$ cat src/rtl/seg_digit_monitor.sv
// Seven-segment bus monitor: debounces an active-low segment pattern, decodes it back to a
// hex digit and classifies each digit change as up, down or jump.
module seg_digit_monitor #(
    parameter int unsigned STABLE_CYCLES = 4
) (
    input  logic       clk_in,
    input  logic       reset,
    input  logic       sample_en,
    input  logic [7:0] seg,
    output logic [3:0] digit,
    output logic       digit_valid,
    output logic       new_digit,
    output logic [1:0] dir,
    output logic       bad_pattern,
    output logic       dp_lit,
    output logic [7:0] up_count,
    output logic [7:0] down_count
);

    localparam logic [6:0] Blank     = 7'h7F;
    localparam logic [7:0] CntAccept = 8'(STABLE_CYCLES - 1);
    localparam logic [7:0] CntHold   = 8'(STABLE_CYCLES);

    typedef enum logic {StEmpty, StLocked} state_e;

    state_e     state_q;
    logic [6:0] cand_q;
    logic [6:0] acc_q;
    logic [7:0] cnt_q;

    logic       glyph_ok;
    logic [3:0] glyph_code;
    logic [1:0] step_dir;

    assign digit_valid = (state_q == StLocked);

    always_comb begin
        glyph_ok   = 1'b1;
        glyph_code = 4'h0;
        unique case (cand_q)
            7'h40: glyph_code = 4'h0;
            7'h79: glyph_code = 4'h1;
            7'h24: glyph_code = 4'h2;
            7'h30: glyph_code = 4'h3;
            7'h19: glyph_code = 4'h4;
            7'h12: glyph_code = 4'h5;
            7'h02: glyph_code = 4'h6;
            7'h78: glyph_code = 4'h7;
            7'h00: glyph_code = 4'h8;
            7'h10: glyph_code = 4'h9;
            7'h08: glyph_code = 4'hA;
            7'h03: glyph_code = 4'hB;
            7'h46: glyph_code = 4'hC;
            7'h21: glyph_code = 4'hD;
            7'h06: glyph_code = 4'hE;
            7'h0E: glyph_code = 4'hF;
            default: glyph_ok = 1'b0;
        endcase
    end

    // Direction is only meaningful relative to a previously locked digit.
    always_comb begin
        step_dir = 2'b11;
        if (state_q == StEmpty) begin
            step_dir = 2'b00;
        end else if (glyph_code == 4'(digit + 4'd1)) begin
            step_dir = 2'b01;
        end else if (glyph_code == 4'(digit - 4'd1)) begin
            step_dir = 2'b10;
        end
    end

    always_ff @(posedge clk_in) begin
        if (reset) begin
            state_q     <= StEmpty;
            cand_q      <= Blank;
            acc_q       <= Blank;
            cnt_q       <= 8'd0;
            digit       <= 4'h0;
            new_digit   <= 1'b0;
            dir         <= 2'b00;
            bad_pattern <= 1'b0;
            dp_lit      <= 1'b0;
            up_count    <= 8'd0;
            down_count  <= 8'd0;
        end else begin
            new_digit   <= 1'b0;
            bad_pattern <= 1'b0;
            if (sample_en) begin
                dp_lit <= ~seg[7];
                if (seg[6:0] != cand_q) begin
                    cand_q <= seg[6:0];
                    cnt_q  <= 8'd1;
                end else if (cnt_q == CntAccept) begin
                    cnt_q <= CntHold;
                    // A glitch that settles back onto the stored pattern is ignored.
                    if (cand_q != acc_q) begin
                        acc_q <= cand_q;
                        if (glyph_ok) begin
                            state_q   <= StLocked;
                            digit     <= glyph_code;
                            new_digit <= 1'b1;
                            dir       <= step_dir;
                            if (step_dir == 2'b01 && up_count != 8'hFF) begin
                                up_count <= up_count + 8'd1;
                            end
                            if (step_dir == 2'b10 && down_count != 8'hFF) begin
                                down_count <= down_count + 8'd1;
                            end
                        end else begin
                            state_q     <= StEmpty;
                            dir         <= 2'b00;
                            bad_pattern <= (cand_q != Blank);
                        end
                    end
                end else if (cnt_q != CntHold) begin
                    cnt_q <= cnt_q + 8'd1;
                end
            end
        end
    end

endmodule
$ cat config.mk
export PLATFORM = sky130hd
export DESIGN_NAME = seg_digit_monitor
export DESIGN_NICKNAME = d
export VERILOG_FILES = /design/src/rtl/seg_digit_monitor.sv
export SDC_FILE = /design/constraint.sdc
export NUM_CORES = 1
export LEC_CHECK = 0
export ABC_AREA = 1
export CORE_UTILIZATION = 55
export DETAILED_ROUTE_END_ITERATION = 8
export PLACE_DENSITY = 0.79
export REMOVE_ABC_BUFFERS = 1
export SLEW_MARGIN = 25
export SYNTH_ARGS = -nofsm -noshare
export SYNTH_HDL_FRONTEND = slang
export SYNTH_SLANG_ARGS = --single-unit
$ cat constraint.sdc
create_clock -name clk_in -period 3 [get_ports clk_in]
set_input_delay 0.6 -clock clk_in [delete_from_list [all_inputs] [get_ports clk_in]]
set_output_delay 0.6 -clock clk_in [all_outputs]
set_load 0.02 [all_outputs]
### Yosys cells after proc, flatten, opt, wreduce, memory -nomap -nowiden

Index checks and enable logic that the tools add are counted.

* bits in registers: 48
* input bits: 11
* output and inout bits: 26
* logic and storage cells: 70

* add/sub/neg operators: 5
* eq/ne operators: 26
* muxes and demuxes: 10
* bitwise logic cells: 5
* reduce and logical (&&, ||, !) cells: 13

Operators with widths (number)
* $pmux W4 S15: 1
* $eq A7 B7 Y1 const B: 4
* $add A8 B1 Y8 const B: 3
* $mux W8: 3
* $eq A7 B5 Y1 const B: 3
* $eq A7 B6 Y1 const B: 3
* $ne A8 B8 Y1 const B: 2
* $reduce_or A16 Y1: 1
* $eq A7 B2 Y1 const B: 2
* $eq A7 B4 Y1 const B: 2
* $ne A7 B7 Y1: 2
* $reduce_and A6 Y1: 2
* $eq A4 B4 Y1: 2
* $eq A8 B2 Y1 const B: 1
* $ne A8 B3 Y1 const B: 1
* $eq A7 B3 Y1 const B: 1
* $logic_not A7 Y1: 1
* $ne A7 B7 Y1 const B: 1
* $mux W2: 3
* $reduce_or A6 Y1: 1
* $not A1 Y1: 5
* $reduce_and A5 Y1: 1
* $reduce_or A5 Y1: 1
* $add A4 B1 Y4 const B: 1
* 8 further kinds: 12

### Longest topological paths before layout

Gate-level depths: netlist of run 1.

* depth after elaboration: 9
* depth in mapped cells: 19
* mapped depth without buffers: 18

### Worst setup path after synthesis of run 1

No wires, ideal clock.

* kind: input -> register
* start point: input seg[6]
* end point: register down_count[4]
* data arrival time: 1.875 ns
* slack: 1.015 ns
* stages: 12
* path buffers: 1
* cell sequence: xor2_1 nor2_2 nand3b_4 inv_1 nand3_2 nor2_2 nand3_1 nor2_4 buf_6 nand4_1 nand2_1 nor2_1

* word-level cells in the longest chain between the ends: 3

Ends and longest elaborated chain
* start: declaration: line 9 `input logic [7:0] seg,`
* $ne A7 B7 Y1: line 91 `if (seg[6:0] != cand_q) begin`
* $not A1 Y1 (no source line)
* $reduce_and A6 Y1 (no source line)
* end signal: assignment: line 108 `down_count <= down_count + 8'd1;`
* end: declaration: line 17 `output logic [7:0] down_count`

Every way passes these cells.
A chain may end at the register's enable or synchronous reset.

### Final worst setup path of run 1

* start point: input seg[2]
* end point: register down_count[4]

Same word-level chain as after synthesis.

==> key figures, run 1 <==
Global routing
  – Global Route Usage Sum: 23.68%
  – Vias in the first global route: around 2.6k
  – Gr ovfl total: 0
  – Wire length of the first global-routing pass: ~11 mm
  – Largest net degree at the start of global routing: 23
  – Initial antenna violation count: 0

STA
  – Relative slew slack: between 60% and 70%
  – Endpoints failing hold: 0
  – Clk_skew: between 10 and 15 ps
  – RSZ-0062 raised after global routing: false
  – Fin Setup TNS: 0 ps
  – Setup violations, final: 0
  – Slew Viols, Final: 0
  – Worst-Margin Slew: 553.8 ps
  – Ratio of final minimum period to clock period: between 80 and 90%
  – Fin crit period: 2401 ps
  – Fmax: approximately 420 MHz

Min path
  – Hold Path Class: flip-flop to flip-flop
  – Hold EP: dir[0]
  – Min-delay src: dir[0]
  – Hold depth: 2

Layout
  – Fillers: 476
  – Area Overhead vs Synth: 15.06%
  – # diodes: 0
  – Post-layout net count: 499
  – Final Util: 67.83%
  – Commonest non-fill, non-tap cells in the layout: nand2_1 (100), nor2_1 (57), dfxtp_1 (48), inv_1 (42), clkdlybuf4s50_1 (36)
  – Layout cells sized above 1: between 10% and 20%
  – Post-Layout Cell Count: about 550
  – Commonest non-fill, non-tap cell in the layout: nand2_1

Worst setup path
  – Buf/Inv on CP: 4
  – Critical path capture point type: flip-flop
  – R2R Setup Slk: 630 ps
  – Family with the most delay on the worst path: simple AND/OR/NAND/NOR gates
  – Slowest stage delay, CP: 500 ps
  – WP data required: 3260 ps
  – Critical path arrival: 2660 ps
  – Worst Setup Start Kind: input pin
  – Reg-to-Reg End: down_count[4]
  – Reg2Reg Depth: 18
  – Most frequent CP cell: nand3_1
  – CP max FO: 12
  – Worst r2r src: cand_q[0]
  – Critical Path, Cell by Cell: clkdlybuf4s50_1 -> xnor2_1 -> nand3_1 -> clkinv_1 -> nand3b_4 -> inv_1 -> nand3_2 -> nor2_2 -> nand3_1 -> nor2_4 -> nand3_1 -> nand2_1 -> inv_1 -> nor2_1
  – Slowest library cell on the worst path: clkdlybuf4s50_1
  – WS Path Type: input pin to flip-flop

Routing
  – Post-DR vias/cell: a little over 5
  – Post-route ant nets: 0
  – Routed wire length: 6.634 mm
  – DRC: 0
  – Pre-antenna DRT Iters: 4
  – Avg WL per Cell: between 10 and 15 um
  – Via Count: 2874
  – Initial detailed-routing violation count: 114

Pwr
  – Combinational share of power: 10.8%
  – Switching portion of total power: between 20% and 30%
  – Seq pwr share: 54.7%
  – PnR Total Power: 0.001222 W
  – Int Pwr: 0.0008882 W
  – Leak: 1.582 nW
  – Power share of the clock group: between 30% and 40%
  – Peak VDD IR: 0.2631 mV
  – Psw: 0.0003339 W
  – PwrDens: ~340 nW/um^2

Flow run
  – MaxCap Viol Count: 0

Placed design
  – Placed cells: roughly 550
  – Hpwl dp: around 5.1 mm
  – PortBufs: 36
  – Gpl congestion: 0.9149

Clock network
  – CTS resizes: 0
  – Hold Buf Count CTS: 0
  – CTS Root Cell: clkbuf_8
  – Worst-Skew Late Latency: 310 ps
  – CTS Buf Count: 5
  – CTS sink cnt: 48
  – CTS tree: built
  – H-Tree Depth: 2
  – CTS max path bufs: 2
  – Post-CTS setup buffer count: 0
  – Clock transition at the registers of the reported paths: 100 ps

Die
  – Die Height: 77.16 um
  – Starting Density: 58.95%
  – Die area: 5953 um^2
  – Die span in x: between 70 and 80 um
  – Row count: 26
  – Top Ports: 37
  – Core ar.: 5270 um^2

Yosys
  – Post-synthesis xor/xnor area fraction: 4.511%
  – Synthesized area: 3107 um^2
  – Share of synthesized cell area in full adder, half adder and majority cells: 2.416%
  – Syn avg cell area: 6.919 um^2
  – Synth cell types: 38
  – Simple logic cell fraction of the synthesized area: 41.20%
  – Post-Synthesis Cells: 449
  – Seq cells post-synth: 48
  – Sequential area share after synthesis: 30.93%
  – Mux cell area share after synthesis: 0%
  – Largest family of logic cells by synthesized area: simple AND/OR/NAND/NOR gates
  – Synth Area in Compound Gates: 10.31%
  – Synth warn: 0

Outcome
  – Status: complete, no violations
[sequential cells by signal, summed over array words and instances (netlist names)]
register / cells
cand_q: 7
dir: 2
digit: 4
down_count: 8
acc_q: 7
bad_pattern: 1
new_digit: 1
digit_valid: 1
dp_lit: 1
up_count: 8
cnt_q: 8
[Yosys cell counts]
| cell type | n | share of area, % |
|---|---|---|
| a211oi_1 | 3 | 0.72 |
| a2111oi_0 | 1 | 0.28 |
| or2_1 | 1 | 0.20 |
| o211ai_1 | 12 | 2.9 |
| a21oi_1 | 19 | 3.1 |
| clkbuf_1 | 6 | 0.72 |
| xor2_1 | 6 | 1.7 |
| nor2_4 | 5 | 1.8 |
| o21ai_0 | 10 | 1.6 |
| inv_1 | 42 | 5.1 |
| o21ai_1 | 3 | 0.48 |
| nand2_2 | 13 | 2.6 |
| inv_6 | 1 | 0.28 |
| nor2_8 | 1 | 0.64 |
| dfxtp_1 | 48 | 31 |
| nor2_2 | 13 | 2.6 |
| ha_1 | 6 | 2.4 |
| nand3b_1 | 1 | 0.24 |
| nand2_1 | 100 | 12 |
| o31ai_1 | 4 | 0.97 |
| buf_6 | 7 | 2.5 |
| inv_4 | 5 | 1.0 |
| o21ai_2 | 1 | 0.28 |
| nand3b_4 | 1 | 0.64 |
| nand2_4 | 6 | 2.2 |
| nand3_2 | 4 | 1.3 |
| nor4_2 | 1 | 0.40 |
| inv_2 | 4 | 0.48 |
| xnor2_1 | 10 | 2.8 |
| nand3_1 | 32 | 5.2 |
| nand4_1 | 9 | 1.8 |
| buf_2 | 1 | 0.16 |
| nor3b_1 | 4 | 0.97 |
| clkinv_1 | 1 | 0.12 |
| buf_4 | 1 | 0.24 |
| nor3_1 | 9 | 1.4 |
| nor4_1 | 1 | 0.20 |
| nor2_1 | 57 | 6.9 |
[worst max-delay path by stage]
stage	from	endpoint	slack, ps	cells past startpoint
after floorplan	seg[6]	down_count[7]	910	11
after global placement	seg[2]	down_count[7]	390	14
after detailed placement	seg[3]	down_count[4]	270	14
after CTS	seg[3]	down_count[4]	590	14
after global routing	seg[5]	down_count[4]	330	14
final	seg[2]	down_count[4]	600	14
[final cells by class]
class                           instances  area [um^2]  share of cell area [%]
Timing Repair Buffer                   41        397.9                   11.13
Sequential cell                        48        960.9                   26.88
Clock buffer                            6        82.58                   2.310
Clock inverter                          2        13.76                  0.3850
Tap cell                               70        87.58                   2.450
Inverter                               53        216.5                   6.055
Multi-Input combinational cell        333         1815                   50.79
[routing by layer]
| metal | global-route usage (%) | share of wire (%) | up-vias |
|---|---|---|---|
| met5 | 0 | 0 | - |
| met4 | 6.792 | 1.1 | 0 |
| met3 | 4.167 | 4.8 | 6 |
| met2 | 37.88 | 45 | 55 |
| met1 | 32.34 | 49 | 1298 |
| li1 | - | - | 1515 |
[power groups by stage]
stage | clock network [W] | logic [W] | registers (W)
5_1_grt | 0.000453 | 0.000148 | 0.000671
2_1_floorplan | 0 | 0.0000880 | 0.000680
3_5_place_dp | 0 | 0.000132 | 0.000684
4_1_cts | 0.000423 | 0.000133 | 0.000669
6_report | 0.000421 | 0.000132 | 0.000669
3_3_place_gp | 0 | 0.000130 | 0.000684
[worst min-delay path, delay by kind of cell (launching register included)]
family,cells,cell delay [ps]
and+or+nand+nor,1,60
DFF,1,320
AOI/OAI and AO/OA,1,50
[kinds of logic after synthesis]
family,after synthesis
simple gates,258
compound gates,53
buf+inv,68
flops,48
fa+ha+maj,6
xor+xnor,16
[per-stage QoR]
| stage | hold WS, ps | instance area [um^2] | setup slack (ps) |
|---|---|---|---|
| floorplan | 464.4 | 2993 | 906.4 |
| global placement | 459.9 | 3478 | 394.6 |
| detailed placement | 459.7 | 3478 | 272.8 |
| CTS | 476.4 | 3575 | 585.9 |
| global route | 511.3 | 3575 | 332.2 |
| finish | 473.1 | 3575 | 598.9 |
Power figures use the tool's default switching activity.
==> run 2, diff against run 1 <==
- clock period: 3 -> 2.22 ns (I/O delays scaled with it)
==> run 2 against run 1 <==
Against the previous run:
- combinational power is 86% higher
- count of clock-buffer cells in the layout stayed put
- first-iteration DRC count increased by 54%
- critical path type is now flip-flop to flip-flop
- largest cell class unchanged
==> key figures, run 2 (synthesis results as in run 1) <==
Routing
  – Via Count: 3158
  – DRC: 0
  – Pre-antenna DRT Iters: 5
  – Routed wire length: 7.746 mm
  – Avg WL per Cell: 13.11 um
  – Post-route ant nets: 0
  – Post-DR vias/cell: 5.343
  – Initial detailed-routing violation count: 176

Worst setup path
  – Family with the most delay on the worst path: simple AND/OR/NAND/NOR gates
  – Slowest stage delay, CP: approximately 380 ps
  – Critical path capture point type: flip-flop
  – WP data required: 2430 ps
  – WS Path Type: flip-flop to flip-flop
  – Crit path launch: cand_q[6]
  – Critical Path, Cell by Cell: buf_4 -> nand3_1 -> nor2_4 -> nor2_4 -> buf_4 -> nand3_2 -> nand2_1 -> nor2_2 -> nand2_2 -> nand2_2 -> nand2_4 -> nor2_4 -> nand3_1 -> nand2_1 -> nor2_1
  – Worst r2r src: cand_q[6]
  – R2R Setup Slk: roughly 61 ps
  – Critical path arrival: 2370 ps
  – CP max FO: 6
  – Buf/Inv on CP: 2
  – Worst Setup Start Kind: flip-flop
  – Most frequent CP cell: nor2_4
  – Slowest library cell on the worst path: dfxtp_4

Die
  – Core ar.: 5270 um^2
  – Starting Density: 58.95%
  – Die area: 5953 um^2
  – Top Ports: 37
  – Die span in x: 77.16 um
  – Die Height: 77.16 um
  – Row count: 26

Layout
  – Fillers: between 400 and 500
  – Regs by FF count: cnt_q (8), down_count (8), up_count (8)
  – # diodes: 0
  – Post-Layout Cell Count: 591
  – Commonest non-fill, non-tap cells in the layout: nand2_1 (96), nor2_1 (52), inv_1 (42), dfxtp_1 (41), buf_4 (38)
  – Layout cells sized above 1: about a quarter
  – Area Overhead vs Synth: 27.91%
  – Commonest non-fill, non-tap cell in the layout: nand2_1
  – Final Util: 75.40%
  – Post-layout net count: 537

STA
  – Relative slew slack: 59.62%
  – Fin Setup TNS: 0 ps
  – RSZ-0062 raised after global routing: true
  – Slew Viols, Final: 0
  – Ratio of final minimum period to clock period: 97.24%
  – PnR worst setup slack: 61.32 ps
  – Clk_skew: between 8 and 9 ps
  – Setup violations, final: 0
  – Fin crit period: around 2200 ps
  – Worst-Margin Slew: roughly 600 ps
  – Endpoints failing hold: 0
  – Fmax: about 460 MHz

Pwr
  – Leak: 1.796 nW
  – PnR Total Power: 0.001709 W
  – Peak VDD IR: 0.2630 mV
  – PwrDens: 430.1 nW/um^2

Global routing
  – Met3 Use GR: roughly 4.6%
  – Met2 usage: 45.40%
  – Initial antenna violation count: 0
  – Gr ovfl total: 0
  – Wire length of the first global-routing pass: 12.74 mm
  – M1 GR Usage: 32.55%
  – Global Route Usage Sum: 26.11%
  – Vias in the first global route: roughly 2.9k
  – Largest net degree at the start of global routing: 16
  – Most used routing layer in global routing: met2

Clock network
  – CTS max path bufs: 2
  – CTS Root Cell: clkbuf_8
  – CTS tree: built
  – CTS Buf Count: 5
  – Clock transition at the registers of the reported paths: 90 ps
  – CTS sink cnt: between 40 and 50
  – H-Tree Depth: 2
  – Worst-Skew Late Latency: just over 300 ps
  – Hold Buf Count CTS: 0

Placed design
  – PortBufs: 36
  – Setup WS pre-CTS: -267.2 ps
  – Hpwl dp: 5.664 mm
  – Gpl congestion: 0.9404
  – Placed cells: 575

Flow run
  – MaxCap Viol Count: 0

Outcome
  – Status: complete, no violations

Min path
  – Min-delay src: dir[1]
  – Hold Path Class: flip-flop to flip-flop
-- run 2: cell count changes in the layout (fill, tap and decap cells not counted), moves of 4 or more --
cell	previous run	this run
dfxtp_1	48	41
nand3_1	32	28
nand2_1	100	96
nor2_1	57	52
nor2_4	5	9
dfxtp_4	0	5
buf_4	5	38
nand3_2	4	8
-- run 2: layout make-up --
class                           instances  area (um^2)  share of cell area, %
Clock buffer                            6        82.58                  2.078
Inverter                               53        219.0                  5.510
Tap cell                               70        87.58                  2.204
Sequential cell                        48        982.2                  24.72
Timing Repair Buffer                   77        688.2                  17.32
Multi-Input combinational cell        335         1901                  47.83
Clock inverter                          2        13.76                 0.3463
-- run 2: worst min-delay path, cell delays in order (launching register included) --
cell	delay, ps
dfxtp_1	330
nand2_1	60
a21oi_1	60
-- run 2: report_power, final --
group          switching [W]  internal [W]
sequential         0.0000194      0.000873
clock               0.000316      0.000255
combinational       0.000136      0.000110
-- run 2: repair_timing --
action / CTS / global route
setup endpoints to repair: 2 / 16
gates resized for setup: 3 / 30
endpoints found under the hold margin: 0 / 0
buffers inserted: 0 / 6
cloned: 0 / 2
pin swaps: 0 / 13
-- run 2: metrics by stage --
step	area, um^2	hold slack [ps]
2_1_floorplan	2993	464.4
3_3_place_gp	3716	459.0
3_5_place_dp	3716	479.4
4_1_cts	3816	493.9
5_1_grt	3974	513.1
6_report	3974	493.6
-- run 2: path summary, 6_finish.rpt --
| path | endpoint | depth (start not counted) |
|---|---|---|
| max | down_count[5] | 15 |
| min | dir[1] | 2 |
| max reg2reg | down_count[5] | 15 |
| min reg2reg | dir[1] | 2 |
-- run 2: routing by layer --
| layer | up-vias | part of all wire [%] | wire length (um) |
|---|---|---|---|
| li1 | 1599 | - | - |
| met5 | - | 0 | 0 |
| met3 | 8 | 5.6 | 436 |
| met1 | 1446 | 45 | 3462 |
| met2 | 105 | 49 | 3761 |
| met4 | 0 | 1.1 | 86 |
==> run 3, diff against run 2 <==
- HOLD_SLACK_MARGIN: default -> 0.1
==> results of run 3 <==
No change in the layout: final DEF, timing and power equal those of run 2.
